$ cat src/rtl/mac_array_feeder.sv
// mac_array_feeder: command sequencer that loads weights, clears and streams K activations into the 2x2 MAC array.
// Optional STREAM starvation counter is built only when MAC_FEEDER_STALL_CNT_EN is defined.
module mac_array_feeder #(
  parameter int W         = 8,
  parameter int ACC_W     = 16,
  parameter int N_MACS    = 4,
  parameter int K_MAX     = 16,
  parameter int CNT_W     = 5,
  parameter int DRAIN_CYC = 3
) (
  input  logic                clk,
  input  logic                rst,
  input  logic                cmd_valid,
  output logic                cmd_ready,
  input  logic [CNT_W-1:0]    cmd_k,
  input  logic [3*N_MACS-1:0] cmd_route,
  input  logic                w_valid,
  output logic                w_ready,
  input  logic [4*ACC_W-1:0]  w_data,
  input  logic                a_valid,
  output logic                a_ready,
  input  logic [ACC_W-1:0]    a_data,
  output logic [3*N_MACS-1:0] valid_ctrl,
  output logic [N_MACS-1:0]   clear,
  output logic [N_MACS-1:0]   valid_weight_in,
  output logic [ACC_W-1:0]    a_in,
  output logic [ACC_W-1:0]    w_0,
  output logic [ACC_W-1:0]    w_1,
  output logic [ACC_W-1:0]    w_2,
  output logic [ACC_W-1:0]    w_3,
  output logic                busy,
  output logic                done,
  output logic [15:0]         stall_cnt
);

  localparam int DR_W = (DRAIN_CYC > 1) ? $clog2(DRAIN_CYC) : 1;
  localparam logic [CNT_W-1:0] K_MAX_C    = CNT_W'(K_MAX);
  localparam logic [DR_W-1:0]  DRAIN_LAST = DR_W'(DRAIN_CYC - 1);

  if (N_MACS != 4) begin : g_bad_n_macs
    $error("mac_array_feeder: N_MACS must be 4");
  end
  if ((2 ** CNT_W) <= K_MAX) begin : g_bad_cnt_w
    $error("mac_array_feeder: CNT_W too narrow for K_MAX");
  end
  if (DRAIN_CYC < 1) begin : g_bad_drain
    $error("mac_array_feeder: DRAIN_CYC must be at least 1");
  end
  if (ACC_W < W) begin : g_bad_acc_w
    $error("mac_array_feeder: ACC_W must not be narrower than W");
  end

  typedef enum logic [2:0] {
    S_IDLE   = 3'd0,
    S_LOAD_W = 3'd1,
    S_STREAM = 3'd2,
    S_DRAIN  = 3'd3,
    S_DONE   = 3'd4
  } state_t;

  state_t                state_q, state_d;
  logic [3*N_MACS-1:0]   route_q, route_d;
  logic [CNT_W-1:0]      k_q, k_d;
  logic [CNT_W-1:0]      beat_q, beat_d;
  logic [CNT_W-1:0]      beat_inc;
  logic [DR_W-1:0]       drain_q, drain_d;
  logic [3*N_MACS-1:0]   vc_q, vc_d;
  logic [N_MACS-1:0]     clear_q, clear_d;
  logic [N_MACS-1:0]     vwi_q, vwi_d;
  logic [ACC_W-1:0]      a_in_q, a_in_d;
  logic [4*ACC_W-1:0]    w_q, w_d;

  assign beat_inc = beat_q + {{(CNT_W-1){1'b0}}, 1'b1};

  // Next-state and array-side register inputs; pulses default low, data defaults to hold.
  always_comb begin
    state_d = state_q;
    route_d = route_q;
    k_d     = k_q;
    beat_d  = beat_q;
    drain_d = drain_q;
    vc_d    = '0;
    clear_d = '0;
    vwi_d   = '0;
    a_in_d  = a_in_q;
    w_d     = w_q;
    case (state_q)
      S_IDLE: begin
        if (cmd_valid) begin
          route_d = cmd_route;
          k_d     = (cmd_k > K_MAX_C) ? K_MAX_C : cmd_k;
          beat_d  = '0;
          state_d = (cmd_k == '0) ? S_DONE : S_LOAD_W;
        end else begin
          state_d = S_IDLE;
        end
      end
      S_LOAD_W: begin
        if (w_valid) begin
          w_d     = w_data;
          clear_d = '1;
          vwi_d   = '1;
          state_d = S_STREAM;
        end else begin
          state_d = S_LOAD_W;
        end
      end
      S_STREAM: begin
        if (a_valid) begin
          a_in_d = a_data;
          vc_d   = route_q;
          beat_d = beat_inc;
          if (beat_inc == k_q) begin
            state_d = S_DRAIN;
            drain_d = '0;
          end else begin
            state_d = S_STREAM;
          end
        end else begin
          state_d = S_STREAM;
        end
      end
      S_DRAIN: begin
        if (drain_q == DRAIN_LAST) begin
          state_d = S_DONE;
        end else begin
          drain_d = drain_q + {{(DR_W-1){1'b0}}, 1'b1};
        end
      end
      S_DONE:  state_d = S_IDLE;
      default: state_d = S_IDLE;
    endcase
  end

  // State and array-side output registers.
  always_ff @(posedge clk or posedge rst) begin
    if (rst) begin
      state_q <= S_IDLE;
      route_q <= '0;
      k_q     <= '0;
      beat_q  <= '0;
      drain_q <= '0;
      vc_q    <= '0;
      clear_q <= '0;
      vwi_q   <= '0;
      a_in_q  <= '0;
      w_q     <= '0;
    end else begin
      state_q <= state_d;
      route_q <= route_d;
      k_q     <= k_d;
      beat_q  <= beat_d;
      drain_q <= drain_d;
      vc_q    <= vc_d;
      clear_q <= clear_d;
      vwi_q   <= vwi_d;
      a_in_q  <= a_in_d;
      w_q     <= w_d;
    end
  end

  assign cmd_ready       = (state_q == S_IDLE);
  assign w_ready         = (state_q == S_LOAD_W);
  assign a_ready         = (state_q == S_STREAM);
  assign busy            = (state_q != S_IDLE);
  assign done            = (state_q == S_DONE);
  assign valid_ctrl      = vc_q;
  assign clear           = clear_q;
  assign valid_weight_in = vwi_q;
  assign a_in            = a_in_q;
  assign w_0             = w_q[ACC_W-1:0];
  assign w_1             = w_q[2*ACC_W-1:ACC_W];
  assign w_2             = w_q[3*ACC_W-1:2*ACC_W];
  assign w_3             = w_q[4*ACC_W-1:3*ACC_W];

`ifdef MAC_FEEDER_STALL_CNT_EN
  logic [15:0] stall_q, stall_d;

  // Starvation count: cleared on command accept, saturating on empty STREAM cycles.
  always_comb begin
    stall_d = stall_q;
    if ((state_q == S_IDLE) && cmd_valid) begin
      stall_d = 16'h0000;
    end else if ((state_q == S_STREAM) && !a_valid && (stall_q != 16'hFFFF)) begin
      stall_d = stall_q + 16'h0001;
    end else begin
      stall_d = stall_q;
    end
  end

  // Starvation counter register.
  always_ff @(posedge clk or posedge rst) begin
    if (rst) begin
      stall_q <= 16'h0000;
    end else begin
      stall_q <= stall_d;
    end
  end

  assign stall_cnt = stall_q;
`else
  assign stall_cnt = 16'h0000;
`endif

endmodule

$ cat config.mk
export PLATFORM = sky130hd
export DESIGN_NAME = mac_array_feeder
export DESIGN_NICKNAME = d
export VERILOG_FILES = /design/src/rtl/mac_array_feeder.sv
export SDC_FILE = /design/constraint.sdc
export NUM_CORES = 1
export LEC_CHECK = 0
export ABC_AREA = 1
export CORE_ASPECT_RATIO = 0.9
export CORE_MARGIN = 4
export CORE_UTILIZATION = 40
export DETAILED_ROUTE_END_ITERATION = 8
export HOLD_SLACK_MARGIN = 0.05
export PLACE_DENSITY = 0.89
export SYNTH_ARGS = -nofsm -noshare
export SYNTH_HDL_FRONTEND = slang
export SYNTH_SLANG_ARGS = --single-unit
export TNS_END_PERCENT = 1
$ cat constraint.sdc
create_clock -name clk -period 8.8 [get_ports clk]
set_input_delay 1.76 -clock clk [delete_from_list [all_inputs] [get_ports clk]]
set_output_delay 1.76 -clock clk [all_outputs]
set_load 0.05 [all_outputs]
==> flow_summary.json, run 1 <==
{
  "status": "finished clean",
  "dr_total_vias": 4359,
  "pin_count": 223,
  "yosysMostFrequentCell": "nand2_1",
  "final_util_pct": 63.1,
  "synth_area_leaders": "dfrtp_1 61%, nand2_1 23%, buf_4 4.6%",
  "min_from": "w_q[50]",
  "required_ns": 7.04,
  "maxCapViolCount": 0,
  "ctsHoldBuffers": 0,
  "htree_levels": 4,
  "hp-class": "reg2reg",
  "clk_latency_ns": 0.40,
  "drt-pass1-iter-count": 4,
  "yosysTopAreaCell": "dfrtp_1",
  "die_h_um": 113,
  "critical_path.max_fanout": 10,
  "min_period_ns": 3.85,
  "cp_cell_sequence": "nor2_2 -> nand2_4 -> inv_2 -> clkdlybuf4s50_1",
  "gr-total-overflow": 0,
  "avgViaCountPerCell": 4.64,
  "synth_cell_types": 24,
  "first_iter_violations": 287,
  "gp_congestion": 0.825,
  "synth_edf_count": 0,
  "holdPathEnd": "w_q[50]",
  "max_stage_delay_ns": 0.85,
  "die_w_um": 125,
  "p_leak_uw": 0.00377,
  "ir_drop_uv": 261,
  "grt_pass1_vias": 4347,
  "nNetsFinal": 870,
  "synth-main-ff-cell": "dfrtp_1",
  "clock.fmax_mhz": 260,
  "track_usage_pct": 18.9,
  "drtAntennaViolNets": 0,
  "cts_buffer_depth": 2,
  "grt_start_max_net_pins": 67,
  "tns_ns": 0,
  "rr_worst_depth": 7,
  "cts_sinks": 120,
  "post_cts_buffers": 0,
  "whs_path_depth": 2,
  "fin_crit_sh_pct": 43.7,
  "drive_above_1_share_pct": 6.16,
  "drv_slew": 0,
  "rrSetupSlack_ns": 6.40,
  "post_drt_wl_per_cell_um": 14.4,
  "diodes": 0,
  "async_flop_share_pct": 100,
  "yosysTopAreaCellShare_pct": 60.8,
  "grt_pass1_wl_mm": 21.3,
  "core.rowCount": 38,
  "die_area_um2": 14200,
  "ys_top_cells_by_count": "307 x nand2_1, 120 x dfrtp_1, 30 x buf_4",
  "yosysSeqAreaShare_pct": 60.8,
  "power_density_nw_per_um2": 431,
  "antenna_found_initial": 0,
  "worst_pin_slew_ns": 1.05,
  "cts_buffers": 17,
  "synth_seq_cells": 120,
  "synthesis.area_um2": 4940,
  "cpMaxStageDelayCell": "clkdlybuf4s50_1",
  "cts_root_buffer": "clkbuf_16",
  "slew_headroom_pct": 29.9,
  "start_util_pct": 40.9,
  "fin_skew_ns": 0.00736,
  "cp.arrival_ns": 2.09,
  "cts_tree": "done",
  "drc": 0,
  "critPathLaunchType": "flop",
  "synthCells": 568,
  "io_buffers": 206,
  "r2r-end": "w_q[44]",
  "r2r-start": "state_q[2]",
  "core_um2": 12100,
  "hold_violations": 0,
  "grt_setup_unrepaired": "false",
  "synth_area_per_cell_um2": 8.69,
  "clk_pin_slew_ns": 0.05,
  "dp_hpwl_mm": 9.59,
  "cts_resized": 0,
  "critPathKind": "reg2out",
  "routed_wl_mm": 13.5,
  "syn_to_final_growth_pct": 54.3,
  "yosysWarnings": 0,
  "crit_path_end_kind": "output port",
  "setup_viol": 0
}
==> registers in the layout (all words and copies together) (netlist names) <==
| name | cells |
|---|---|
| valid_ctrl | 12 |
| a_in | 16 |
| k_q | 5 |
| w_q | 64 |
| drain_q | 2 |
| beat_q | 5 |
| valid_weight_in | 1 |
| state_q | 3 |
| route_q | 12 |
==> power breakdown <==
part,internal (µW),switching [µW],leakage (µW)
clock network,511,233,0.000313
logic,500,1120,0.00193
registers,784,128,0.00153
==> worst max-delay path: cells and delay by family, from the launching register on <==
kind | cells | cell delay, ns
simple gates | 2 | 0.32
buf+inv | 2 | 0.98
flops | 1 | 0.40
==> layer usage <==
layer	wire length (µm)	up-vias	GRT usage, %
met2	6930	180	33.2
met4	229	0	6.94
met5	0	-	0
met1	5120	2073	20.8
met3	1240	18	7.58
li1	-	2088	-
==> area by class of cell <==
class	count	area, µm²
well taps	160	200
fillers	972	4460
clock buffers	25	505
inverters	32	124
clock inverters	7	138
flip-flops and latches	120	3000
repair buffers	208	2080
multi-input cells	387	1570
==> layout by cell type (no fill, tap or decap) <==
cell type	n
a21oi_1	3
buf_4	2
bufinv_16	4
clkbuf_1	3
clkbuf_16	17
clkbuf_8	5
clkdlybuf4s50_1	206
clkinv_2	3
clkinvlp_4	1
conb_1	16
dfrtp_1	120
ha_1	2
inv_1	23
inv_2	7
inv_4	1
nand2_1	307
nand2_2	1
nand2_4	2
nand3_1	14
nand4_1	4
nor2_1	18
nor2_2	3
nor2_4	2
nor3_1	1
o211ai_1	1
o21ai_0	6
o21ai_1	3
o22ai_1	4
==> worst max path at each step <==
stage               start  endpoint  slack [ns]  depth (start not counted)
3_3_place_gp      w_valid   w_q[55]        4.84                          7
3_5_place_dp      w_valid    w_q[2]        4.79                          7
2_1_floorplan         rst   a_in[0]        3.85                          1
6_report       state_q[0]   a_ready        4.95                          4
4_1_cts        state_q[0]   a_ready        4.91                          4
5_1_grt        state_q[0]   a_ready        4.84                          4
==> stage by stage <==
stage	hold slack [ns]	worst slack, ns	total power [µW]	cells	instance area (µm²)
finish	0.467	4.95	3280	939	7610
CTS	0.470	4.91	3310	939	7610
global placement	0.452	4.84	2510	907	6970
floorplan	0.442	3.85	2010	583	4990
global route	0.478	4.84	3450	939	7610
detailed placement	0.458	4.79	2550	907	6970
==> logic make-up after synthesis <==
| group | synth area share, % |
|---|---|
| compound gates | 1.88 |
| fa+ha+maj | 0.507 |
| buf+inv | 8.64 |
| flops | 60.8 |
| other cells | 0.0760 |
| simple gates | 28.1 |
(Power assumes the default switching activity.)
==> inputs of run 2 (changes only) <==
==> constraint.sdc (replaced) <==
create_clock -name clk -period 4 [get_ports clk]
set_input_delay 0.8 -clock clk [delete_from_list [all_inputs] [get_ports clk]]
set_output_delay 0.8 -clock clk [all_outputs]
set_load 0.05 [all_outputs]
==> flow_summary.json, run 2 (synthesized netlist as in run 1, its figures left out) <==
{
  "status": "finished clean",
  "core_um2": 12100,
  "gr-total-overflow": 0,
  "critical_path.max_fanout": 10,
  "dp_hpwl_mm": 9.70,
  "cts_sinks": 120,
  "post_drt_wl_per_cell_um": 14.9,
  "cts_buffers": 17,
  "setup_viol": 0,
  "grt_setup_unrepaired": "false",
  "ctsHoldBuffers": 0,
  "power_density_nw_per_um2": 946,
  "grt_pass1_wl_mm": 21.9,
  "critPathKind": "reg2out",
  "min_period_ns": 2.89,
  "gp_congestion": 0.821,
  "maxCapViolCount": 0,
  "fillerInstances": 936,
  "clk_pin_slew_ns": 0.05,
  "track_usage_pct": 19.6,
  "avgViaCountPerCell": 4.64,
  "cts_tree": "done",
  "die_area_um2": 14200,
  "die_h_um": 113,
  "max_stage_delay_ns": 0.85,
  "clk_latency_ns": 0.40,
  "hold_violations": 0,
  "switchingPower_uw": 3310,
  "drtAntennaViolNets": 0,
  "first_iter_violations": 352,
  "regMostFlops": "w_q",
  "cp.arrival_ns": 2.09,
  "final_common_cell": "nand2_1",
  "slew_headroom_pct": 27.4,
  "hp-class": "reg2reg",
  "drive_above_1_share_pct": 6.17,
  "worst_pin_slew_ns": 1.09,
  "diodes": 0,
  "grt_pass1_vias": 4444,
  "mostFrequentLayoutCells": "307 x nand2_1, 206 x clkdlybuf4s50_1, 120 x dfrtp_1",
  "required_ns": 3.20,
  "syn_to_final_growth_pct": 54.1,
  "intPower_uw": 3880,
  "p_sw_share_pct": 46.0,
  "tns_ns": 0,
  "power_frac_comb_pct": 49.8,
  "clock.fmax_mhz": 346,
  "stdcell_count": 938,
  "io_buffers": 206,
  "post_cts_buffers": 0,
  "grt_start_max_net_pins": 66,
  "largest_reg_flops": 64,
  "p_leak_uw": 0.00376,
  "ir_drop_uv": 480,
  "antenna_found_initial": 0,
  "core.rowCount": 38,
  "cpMaxStageDelayCell": "clkdlybuf4s50_1",
  "dr_total_vias": 4348,
  "cts_root_buffer": "clkbuf_16",
  "seqPwrFrac_pct": 28.1,
  "place_inst": 907,
  "drc": 0,
  "fin_skew_ns": 0.00629,
  "drt-pass1-iter-count": 5,
  "die_w_um": 125,
  "cp_cell_sequence": "nor2_2 -> nand2_4 -> inv_2 -> clkdlybuf4s50_1",
  "cts_buffer_depth": 2,
  "routed_wl_mm": 13.9,
  "cts_resized": 0,
  "crit_path_end_kind": "output port",
  "fin_crit_sh_pct": 72.2,
  "nNetsFinal": 870,
  "critPathLaunchType": "flop",
  "htree_levels": 4,
  "p_clk_share_pct": 22.2,
  "pin_count": 223,
  "drv_slew": 0,
  "start_util_pct": 40.9
}
-- run 2: changes by cell type in the layout (fill, tap and decap cells not counted), sizes merged --
| cell | delta |
|---|---|
| clkinv | +2 |
| clkinvlp | +2 |
| clkbuf | -5 |
-- run 2: final timing paths --
path,from,to,slack [ns],cells past startpoint
min,w_q[23],w_q[23],0.47,2
min in group asynchronous,rst,route_q[8],0.86,2
max reg2reg,state_q[0],beat_q[2],2.09,7
min reg2reg,w_q[23],w_q[23],0.47,2
max in group asynchronous,rst,w_q[22],2.37,3
max,state_q[0],a_ready,1.11,4
-- run 2: metal layers --
metal	global-route usage [%]	up-vias	routed length (µm)	part of all wire, %
met3	7.96	25	1330	9.6
met5	0	-	0	0
met2	34.0	198	7040	51
li1	-	2079	-	-
met4	9.47	0	425	3.0
met1	20.9	2046	5130	37
-- run 2: layout make-up --
type | instances | area [µm²] | share of cell area, %
inverter | 32 | 124 | 1.63
tap | 160 | 200 | 2.63
timing repair buffer | 208 | 2090 | 27.5
clock buffer | 20 | 447 | 5.87
clock inverter | 11 | 174 | 2.29
multi-input combinational | 387 | 1570 | 20.6
sequential | 120 | 3000 | 39.5
-- run 2: critical path: cells and delay by family, from the launching register on --
kind                   cells  cell delay (ns)
buffers and inverters      2             0.98
flip-flops                 1             0.40
AND/OR/NAND/NOR            2             0.31
-- run 2: stage by stage --
| step | hold slack, ns | area [µm²] | setup WS (ns) | util, % | total power [µW] |
|---|---|---|---|---|---|
| finish | 0.468 | 7600 | 1.11 | 63.0 | 7190 |
| global placement | 0.453 | 6980 | 1.51 | 57.8 | 5520 |
| CTS | 0.471 | 7600 | 1.09 | 63.0 | 7250 |
| global route | 0.493 | 7600 | 0.971 | 63.0 | 7570 |
| floorplan | 0.442 | 4990 | 0.0142 | - | 4420 |
| detailed placement | 0.457 | 6980 | 1.47 | 57.8 | 5600 |
-- run 2: power groups by stage --
| stage | combinational, µW | clock (µW) | sequential (µW) |
|---|---|---|---|
| finish | 3580 | 1590 | 2020 |
| global route | 3810 | 1690 | 2080 |
| CTS | 3610 | 1620 | 2020 |
| detailed placement | 3590 | 0 | 2020 |
| global placement | 3520 | 0 | 1990 |
| floorplan | 1060 | 0 | 3360 |
==> inputs of run 3 (changes only) <==
==> constraint.sdc (replaced) <==
create_clock -name clk -period 2.9 [get_ports clk]
set_input_delay 0.58 -clock clk [delete_from_list [all_inputs] [get_ports clk]]
set_output_delay 0.58 -clock clk [all_outputs]
set_load 0.05 [all_outputs]
==> flow_summary.json, run 3 (synthesized netlist as in run 1, its figures left out) <==
{
  "largest_reg_flops": 64,
  "cts_root_buffer": "clkbuf_16",
  "drt-pass1-iter-count": 4,
  "drive_above_1_share_pct": 6.78,
  "critPathKind": "reg2out",
  "start_util_pct": 40.9,
  "critical_path.max_fanout": 10,
  "core_um2": 12100,
  "final_common_cell": "nand2_1",
  "htree_levels": 4,
  "seqPwrFrac_pct": 27.5,
  "hold_violations": 0,
  "r2r-end": "drain_q[0]",
  "r2r-start": "beat_q[0]",
  "p_clk_share_pct": 23.3,
  "gr-total-overflow": 0,
  "grt_setup_unrepaired": "false",
  "io_buffers": 206,
  "intPower_uw": 5510,
  "whs_path_depth": 2,
  "power_frac_comb_pct": 49.2,
  "rr_worst_depth": 12,
  "layout_setup_ws_ns": 0.256,
  "diodes": 0,
  "pin_count": 223,
  "holdPathEnd": "w_q[6]",
  "rrSetupSlack_ns": 1.19,
  "cpMaxStageDelayCell": "clkdlybuf4s50_1",
  "dr_total_vias": 4279,
  "post_drt_wl_per_cell_um": 14.1,
  "worst_pin_slew_ns": 0.659,
  "syn_to_final_growth_pct": 55.4,
  "cts_sinks": 120,
  "avgViaCountPerCell": 4.54,
  "grt_start_max_net_pins": 121,
  "p_sw_share_pct": 45.1,
  "cts_resized": 0,
  "grt_pass1_wl_mm": 21.2,
  "cp-startpoint": "state_q[0]",
  "grt_pass1_vias": 4336,
  "core.rowCount": 38,
  "critPathLaunchType": "flop",
  "min_period_ns": 2.64,
  "die_h_um": 113,
  "fin_crit_sh_pct": 91.2,
  "ir_drop_uv": 680,
  "mostFrequentLayoutCells": "307 x nand2_1, 206 x clkdlybuf4s50_1, 120 x dfrtp_1",
  "fin_skew_ns": 0.00906,
  "crit_path_end_kind": "output port",
  "clock.fmax_mhz": 378,
  "tns_ns": 0,
  "cts_tree": "done",
  "required_ns": 2.32,
  "die_w_um": 125,
  "track_usage_pct": 18.8,
  "switchingPower_uw": 4530,
  "drv_slew": 0,
  "routed_wl_mm": 13.3,
  "antenna_found_initial": 0,
  "status": "finished clean",
  "setup_viol": 0,
  "gp_congestion": 0.832,
  "drc": 0,
  "power_density_nw_per_um2": 1310,
  "drtAntennaViolNets": 0,
  "p_leak_uw": 0.00379,
  "place_ws_ns": 0.663,
  "dp_hpwl_mm": 9.27,
  "final_util_pct": 63.5,
  "clk_latency_ns": 0.40,
  "cts_buffers": 17,
  "max_stage_delay_ns": 0.82,
  "post_cts_buffers": 0,
  "nNetsFinal": 873,
  "die_area_um2": 14200,
  "slew_headroom_pct": 56.1,
  "cp_cell_sequence": "nor2_2 -> nand2_4 -> inv_2 -> clkdlybuf4s50_1",
  "cts_buffer_depth": 2,
  "maxCapViolCount": 0,
  "hp-class": "reg2reg",
  "cp.arrival_ns": 2.06,
  "ctsHoldBuffers": 0,
  "regMostFlops": "w_q",
  "min_from": "w_q[6]",
  "first_iter_violations": 237,
  "clk_pin_slew_ns": 0.05
}
run 3: cell type report:
type | count | area, µm²
Multi-Input combinational cell | 387 | 1570
Clock buffer | 21 | 470
Inverter | 32 | 125
Tap cell | 160 | 200
Fill cell | 953 | 4410
Clock inverter | 11 | 193
Timing Repair Buffer | 211 | 2110
Sequential cell | 120 | 3000
run 3: worst max-delay path by stage:
| stage | endpoint | slack [ns] | cells past startpoint |
|---|---|---|---|
| after global routing | a_ready | 0.18 | 4 |
| after detailed placement | a_ready | 0.66 | 4 |
| after CTS | a_ready | 0.22 | 4 |
| after global placement | a_ready | 0.69 | 4 |
| final | a_ready | 0.26 | 4 |
| after floorplan | a_in[0] | 0.85 | 1 |
run 3: worst max-delay path, delay by kind of cell, from the launching register on:
kind / cells / cell delay (ns)
buf+inv: 2 / 0.94
flops: 1 / 0.40
simple gates: 2 / 0.33
run 3: metrics by stage:
step | cells | power [µW] | cell area, µm² | hold slack, ns
after global placement | 910 | 7610 | 7010 | 0.452
final | 942 | 10000 | 7670 | 0.466
after detailed placement | 910 | 7730 | 7010 | 0.457
after CTS | 942 | 10100 | 7670 | 0.471
after global routing | 942 | 10600 | 7670 | 0.485
after floorplan | 583 | 6090 | 5000 | 0.442
run 3: per-layer routing:
| layer | track usage [%] | wire length (µm) | up-vias |
|---|---|---|---|
| met5 | 0 | 0 | - |
| met4 | 6.79 | 325 | 0 |
| met3 | 7.68 | 1180 | 22 |
| met2 | 31.8 | 6460 | 190 |
| met1 | 21.7 | 5310 | 1976 |
| li1 | - | - | 2091 |
run 3: power groups by stage:
stage	Clock (µW)	Sequential, µW	Combinational [µW]
after floorplan	0	4630	1460
after global placement	0	2740	4870
after detailed placement	0	2770	4960
after CTS	2390	2760	4980
after global routing	2470	2850	5240
final	2340	2760	4940
